<file path="config.mk">
export PLATFORM = sky130hd
export DESIGN_NAME = uart_rx
export DESIGN_NICKNAME = d
export VERILOG_FILES = /design/src/rtl/uart_rx.sv
export SDC_FILE = /design/constraint.sdc
export NUM_CORES = 1
export LEC_CHECK = 0
export ABC_AREA = 1
export CORE_UTILIZATION = 30
export CTS_BUF_LIST = sky130_fd_sc_hd__clkbuf_8
export CTS_CLUSTER_SIZE = 20
export DETAILED_ROUTE_END_ITERATION = 8
export GPL_TIMING_DRIVEN = 0
export PLACE_DENSITY_LB_ADDON = 0.15
export SLEW_MARGIN = 10
export SYNTH_ARGS = -nofsm -noshare
export SYNTH_HDL_FRONTEND = slang
export SYNTH_SLANG_ARGS = --single-unit
export TNS_END_PERCENT = 1
</file>
<file path="constraint.sdc">
create_clock -name i_clk -period 1.7 [get_ports i_clk]
set_input_delay 0.34 -clock i_clk [delete_from_list [all_inputs] [get_ports i_clk]]
set_output_delay 0.34 -clock i_clk [all_outputs]
set_load 0.02 [all_outputs]
</file>
<file path="src/rtl/uart_rx.sv">
// uart_rx: 8N1 serial receiver with a 2-flop input synchronizer and mid-bit sampling.
// A parity bit (8E1/8O1) is received and checked when UART_RX_PARITY_EN is defined;
// otherwise the frame is start + data + stop and o_parity_err stays 0.
module uart_rx #(
  parameter int unsigned CLKS_PER_BIT = 16,
  parameter int unsigned DATA_WIDTH   = 8,
  parameter int unsigned PARITY_ODD   = 0
) (
  input  logic                  i_clk,
  input  logic                  i_rst,
  input  logic                  i_rx,
  output logic [DATA_WIDTH-1:0] o_data,
  output logic                  o_valid,
  output logic                  o_frame_err,
  output logic                  o_parity_err,
  output logic                  o_busy
);

  localparam int unsigned CNT_W = $clog2(CLKS_PER_BIT);
  localparam int unsigned IDX_W = (DATA_WIDTH > 1) ? $clog2(DATA_WIDTH) : 1;
  localparam logic [CNT_W-1:0] CNT_HALF = CNT_W'(CLKS_PER_BIT / 2 - 1);
  localparam logic [CNT_W-1:0] CNT_LAST = CNT_W'(CLKS_PER_BIT - 1);
  localparam logic [IDX_W-1:0] IDX_LAST = IDX_W'(DATA_WIDTH - 1);

  typedef enum logic [2:0] {
    S_IDLE,
    S_START,
    S_DATA,
    S_STOP,
    S_BREAK
`ifdef UART_RX_PARITY_EN
    , S_PARITY
`endif
  } state_t;

  state_t                  state, state_n;
  logic                    rx_meta, rx_s;
  logic [CNT_W-1:0]        cnt, cnt_n;
  logic [IDX_W-1:0]        idx, idx_n;
  logic [DATA_WIDTH-1:0]   shift, shift_n, data_n;
  logic                    valid_n, ferr_n, perr_n, busy_n;
  logic                    frame_ok;

`ifdef UART_RX_PARITY_EN
  logic par_ok, par_ok_n;
  assign frame_ok = par_ok;

  // Parity verdict, held from the parity sample until the stop sample.
  always_ff @(posedge i_clk or negedge i_rst) begin
    if (!i_rst) par_ok <= 1'b1;
    else        par_ok <= par_ok_n;
  end
`else
  logic unused_parity_odd;
  assign unused_parity_odd = 1'(PARITY_ODD);
  assign frame_ok = 1'b1;
`endif

  // Synchronizer resets high so reset release never looks like a start bit.
  always_ff @(posedge i_clk or negedge i_rst) begin
    if (!i_rst) begin
      rx_meta <= 1'b1;
      rx_s    <= 1'b1;
    end else begin
      rx_meta <= i_rx;
      rx_s    <= rx_meta;
    end
  end

  // State, datapath and registered result outputs.
  always_ff @(posedge i_clk or negedge i_rst) begin
    if (!i_rst) begin
      state        <= S_IDLE;
      cnt          <= '0;
      idx          <= '0;
      shift        <= '0;
      o_data       <= '0;
      o_valid      <= 1'b0;
      o_frame_err  <= 1'b0;
      o_parity_err <= 1'b0;
      o_busy       <= 1'b0;
    end else begin
      state        <= state_n;
      cnt          <= cnt_n;
      idx          <= idx_n;
      shift        <= shift_n;
      o_data       <= data_n;
      o_valid      <= valid_n;
      o_frame_err  <= ferr_n;
      o_parity_err <= perr_n;
      o_busy       <= busy_n;
    end
  end

  // Next-state and next-output decode; the bit counter restarts on every state change.
  always_comb begin
    state_n = state;
    cnt_n   = (state == S_IDLE || cnt == CNT_LAST) ? '0 : cnt + CNT_W'(1);
    idx_n   = idx;
    shift_n = shift;
    data_n  = o_data;
    valid_n = 1'b0;
    ferr_n  = 1'b0;
    perr_n  = 1'b0;
`ifdef UART_RX_PARITY_EN
    par_ok_n = par_ok;
`endif
    case (state)
      S_IDLE: begin
        if (!rx_s) state_n = S_START;
      end
      S_START: begin
        if (cnt == CNT_HALF) begin
          if (rx_s) begin
            state_n = S_IDLE;
          end else begin
            state_n = S_DATA;
            idx_n   = '0;
          end
        end
      end
      S_DATA: begin
        if (cnt == CNT_LAST) begin
          shift_n = {rx_s, shift[DATA_WIDTH-1:1]};
          idx_n   = idx + IDX_W'(1);
          if (idx == IDX_LAST) begin
`ifdef UART_RX_PARITY_EN
            state_n = S_PARITY;
`else
            state_n = S_STOP;
`endif
          end
        end
      end
`ifdef UART_RX_PARITY_EN
      S_PARITY: begin
        if (cnt == CNT_LAST) begin
          par_ok_n = (rx_s == ((^shift) ^ 1'(PARITY_ODD)));
          state_n  = S_STOP;
        end
      end
`endif
      S_STOP: begin
        if (cnt == CNT_LAST) begin
          if (rx_s) begin
            state_n = S_IDLE;
            if (frame_ok) begin
              data_n  = shift;
              valid_n = 1'b1;
            end else begin
              perr_n = 1'b1;
            end
          end else begin
            state_n = S_BREAK;
            ferr_n  = 1'b1;
            perr_n  = ~frame_ok;
          end
        end
      end
      S_BREAK: begin
        if (rx_s) state_n = S_IDLE;
      end
      default: state_n = S_IDLE;
    endcase
    if (state_n != state) cnt_n = '0;
    busy_n = (state_n != S_IDLE);
  end

endmodule
</file>
# Yosys cells after proc, flatten, opt, wreduce, memory -nomap -nowiden
# Cells that the tools add are included.
# W data, S select, Z words.
# op_classes
n_addsub,2
n_eq_ne,11
muxes,21
n_reduce_logical,7
# op_table
cell,count
$mux W3,10
$pmux W3 S5,1
$mux W4,2
$eq A3 B2 Y1 const B,2
$eq A3 B3 Y1 const B,2
$mux W1,6
$ne A2 B2 Y1 const B,3
$pmux W3 S2,1
$add A4 B1 Y4 const B,1
$eq A4 B3 Y1 const B,1
$eq A4 B4 Y1 const B,1
$reduce_and A4 Y1,1
$add A3 B1 Y3 const B,1
$eq A3 B1 Y1 const B,1
$logic_not A3 Y1,1
$ne A3 B3 Y1,1
$reduce_and A3 Y1,1
$reduce_bool A3 Y1,1
$mux W2,1
$reduce_and A2 Y1,1
$reduce_bool A2 Y1,1
$logic_or A1 B1 Y1,1
# word_totals
regBits,31
out_inout_bits,12
word_cells,51

# Logic depth before layout (Yosys ltp)
# depth
depth_word,6
depth_mapped,9

# Least setup slack after synthesis
# No wires, ideal clock.
# synth_path
path_kind,register to register
start,reg cnt[0]
end,reg o_data[1]
setup_ns,0.118
arrival_time_ns,1.262
t_required_ns,1.582
setup_slack_ns,0.320
stages_incl_launch_ff,10
path_cell_list,dfrtp_1 -> ha_1 -> nand2_1 -> nor2_2 -> nand2_2 -> nor2_4 -> inv_2 -> buf_6 -> nand2_1 -> o21ai_2
# synth_via
elab_chain_cells,2
# synth_rtl
element,line_no,rtl
start: declaration,38,"logic [CNT_W-1:0] cnt, cnt_n;"
start signal: assignment,84,cnt <= cnt_n;
$eq A4 B4 Y1,144,if (cnt == CNT_LAST) begin
$reduce_and A3 Y1 (no source line),n/a,
end signal: assignment,87,o_data <= data_n;
end: declaration,12,"output logic [DATA_WIDTH-1:0] o_data,"
# Every way passes these cells.
# A chain may end at the register's enable or synchronous reset.

# Worst setup path in the final report
# layout_path
start,reg o_data[7]
end,out o_data[7]
# No word-level cell between the ends.

==> parameters.txt <==
Parameter                              Value

Global routing
  Maximum number of pins on one net before global-route repair    32
  Gr ovfl total    0
  Wire length of the first global-routing pass    4.64 mm
  Vias in the first global route    1,040
  Initial antenna violation count    0
  Aggregate global-route resource usage    0.125

Setup path
  Worst path cell trace    clkdlybuf4s50_1
  Worst Path Max Fanout    2
  Gate family responsible for the most delay along the worst path    buffers and inverters
  Startpoint types    flip-flop
  Cell type of the slowest stage on the worst timing path    sky130_fd_sc_hd__clkdlybuf4s50_1
  Arrival time of data at the critical path endpoint    ~1.2 ns
  Required time of the critical path    1.36 ns
  Longest individual stage delay on the worst path    around 0.6 ns
  Kind of capture point of the worst setup path    output pin
  Class of the most critical setup path    flip-flop to output pin
  Buffering stage count on the worst path with inverters included    1

Power and ir drop
  Peak supply drop    0.000307 V
  Leakage power    around 0.8 nW
  Power density over the cells    approximately 1000 nW/um2

Floorplan
  Area of the core region    4380 um2
  Die area    4840 um2
  Top-Level Pins    15
  Horizontal extent of the die    69.6 um
  Height of the chip    69.6 um
  Initial core utilization    0.312
  Cell Rows    24

Clock network
  Number of post-CTS setup repair buffers    0
  CTS tree    done
  Clock transition at the register clock pins on the worst setup and hold paths after CTS    0.07 ns
  # H-tree levels    2
  Root buffer cell    sky130_fd_sc_hd__clkbuf_8
  Max clock buf depth    2
  CTS Buf Count    5
  Clock insertion delay at the later pin of the skew report    roughly 0.29 ns
  Sink count of the clock tree    31

Placed design
  HPWL reported at the end of detailed placement    about 1.9 mm
  Count of buffers inserted at the top-level ports    13
  Total instance count after detailed placement    216
  Placed cell area    1560 um2
  Final weighted congestion in routability-driven placement    ~0.84

Timing
  Unrepaired setup endpoints after global routing    true
  Post-route clock skew    between 0.008 and 0.009 ns
  Maximum clock frequency    0.633 GHz
  Transition time of the tightest slew-check pin    just under 0.7 ns
  Count of final setup violators    0
  Share of the clock period used by the worst path after layout    0.929
  Number of hold violations in the final report    0
  Final number of max-transition violations    0
  Tightest slew margin relative to the limit    0.545
  Min cycle time layout    1.58 ns

Layout
  Area growth syn-to-layout    23.7%
  Utilization after layout    0.386
  Share of cells above drive strength 1    0.192
  Fill count    442
  Final cell count without fillers    224
  Final Instance Area    1690 um2
  Antenna fix cells    0
  Net count of the finished layout    about 180

Flow run
  Number of max-capacitance violations reported    0

Route
  Number of DRC markers in iteration 0    59
  Iteration count of the initial detailed-routing pass    4
  Antenna-violating nets left    0
  Total Routed Length    2.57 mm
  Average wire per cell in the routed design    11.5 um
  Remaining routing DRC violations    0
  DR vias/cell    approximately 4.6
  Vias after detailed routing    1,029

Status
  Outcome    completed

Hold path
  Class of the tightest hold or removal check    input port to asynchronous set/reset pin

Synth
  Number of standard cells after synthesis    151
  Post-synthesis sequential area ratio    0.568
  Post-synthesis average cell area    a little over 9 um2
  Netlist area before placement    1370 um2
  Seq cells post-synth    31
  Number of distinct standard cells referenced by the synthesized netlist    24
  Synth warn    0
  Total nets after synthesis    157
timing repair:
| action | 4_1_cts | 5_1_grt |
|---|---|---|
| resized for setup | 0 | 3 |
| hold buffers | 0 | 0 |
| setup endpoints to repair | 0 | 14 |
kinds of logic after synthesis:
group / share of synthesized area
other: 0.00274
adder cells (fa/ha/maj): 0.0274
AO/OA/AOI/OAI: 0.111
buffers and inverters: 0.0667
AND/OR/NAND/NOR: 0.224
flip-flops: 0.568
flip-flops by register name, indices dropped and copies added (netlist names):
register,cells
idx,3
rx_meta,1
o_busy,1
o_frame_err,1
o_data,8
o_valid,1
rx_s,1
cnt,4
state,3
shift,8
cells in the final DEF, fill, tap and decap left out, types with 2 or more instances in the layout:
cell type / instances
sky130_fd_sc_hd__inv_1: 15
sky130_fd_sc_hd__inv_2: 3
sky130_fd_sc_hd__nor2_4: 2
sky130_fd_sc_hd__nor2_1: 8
sky130_fd_sc_hd__nor3_1: 4
sky130_fd_sc_hd__clkbuf_8: 6
sky130_fd_sc_hd__clkdlybuf4s50_1: 12
sky130_fd_sc_hd__nand3_1: 9
sky130_fd_sc_hd__nand2_1: 42
sky130_fd_sc_hd__nor2_2: 2
sky130_fd_sc_hd__a21oi_1: 2
sky130_fd_sc_hd__dfrtp_1: 29
sky130_fd_sc_hd__o21ai_0: 10
sky130_fd_sc_hd__o21ai_1: 2
sky130_fd_sc_hd__dfstp_2: 2
sky130_fd_sc_hd__ha_1: 3
sky130_fd_sc_hd__nand2_2: 2
sky130_fd_sc_hd__o21ai_2: 7
power breakdown:
group | leakage, nW | total, mW | internal (mW) | switching (mW)
Combinational | 0.335 | 0.154 | 0.0566 | 0.0970
Clock | 0.0612 | 0.753 | 0.474 | 0.279
Sequential | 0.416 | 0.792 | 0.768 | 0.0241
Total | 0.813 | 1.70 | 1.30 | 0.400
metrics by stage:
step	power, mW	TNS (ns)	hold WS (ns)	setup slack [ns]
3_5_place_dp	0.957	0	0.347	0.0826
2_1_floorplan	0.904	0	0.0444	0.320
4_1_cts	1.73	0	0.124	0.0731
5_1_grt	1.79	-0.0512	0.148	-0.0218
3_3_place_gp	0.953	-9.64	0.346	-0.330
6_report	1.70	0	0.0906	0.121
area by class of cell:
cell class | count | area [um2] | share of cell area
inverters | 18 | 67.6 | 0.0399
clock buffers | 6 | 82.6 | 0.0487
well taps | 52 | 65.1 | 0.0384
plain buffers | 3 | 23.8 | 0.0140
repair buffers | 13 | 125 | 0.0739
clock inverters | 2 | 35.0 | 0.0207
flip-flops and latches | 31 | 778 | 0.459
multi-input cells | 99 | 517 | 0.305
layer usage:
layer / global-route usage / part of all wire
met5: 0 / 0
met2: 0.192 / 0.45
met4: 0.0839 / 0.028
met3: 0.0436 / 0.047
met1: 0.146 / 0.47
path summary, 6_finish.rpt:
| check | from | endpoint | slack (ns) | depth (start not counted) |
|---|---|---|---|---|
| setup / recovery | o_data[7] | o_data[7] | 0.12 | 1 |
| hold / removal | i_rst | o_data[0] | 0.09 | 1 |
| setup reg to reg | cnt[0] | o_data[7] | 0.16 | 9 |
| hold reg to reg | rx_meta | rx_s | 0.35 | 0 |
| max in group asynchronous | i_rst | idx[2] | 1.17 | 1 |
| min in group i_clk | rx_meta | rx_s | 0.35 | 0 |
synth_stat cells (all sizes together):
master | instances | area (um2)
nand3 | 10 | 50.1
dfrtp | 29 | 726
inv | 18 | 67.6
conb | 1 | 3.75
clkbuf | 1 | 5.00
buf | 2 | 18.8
ha | 3 | 37.5
a21oi | 2 | 10.0
dfstp | 2 | 52.6
o21ai | 19 | 121
a31oi | 1 | 6.26
o21bai | 1 | 7.51
nand2 | 44 | 170
nor3 | 4 | 20.0
o31ai | 1 | 7.51
or2 | 1 | 6.26
nor2 | 12 | 60.1
Power figures use the tool's default switching activity.
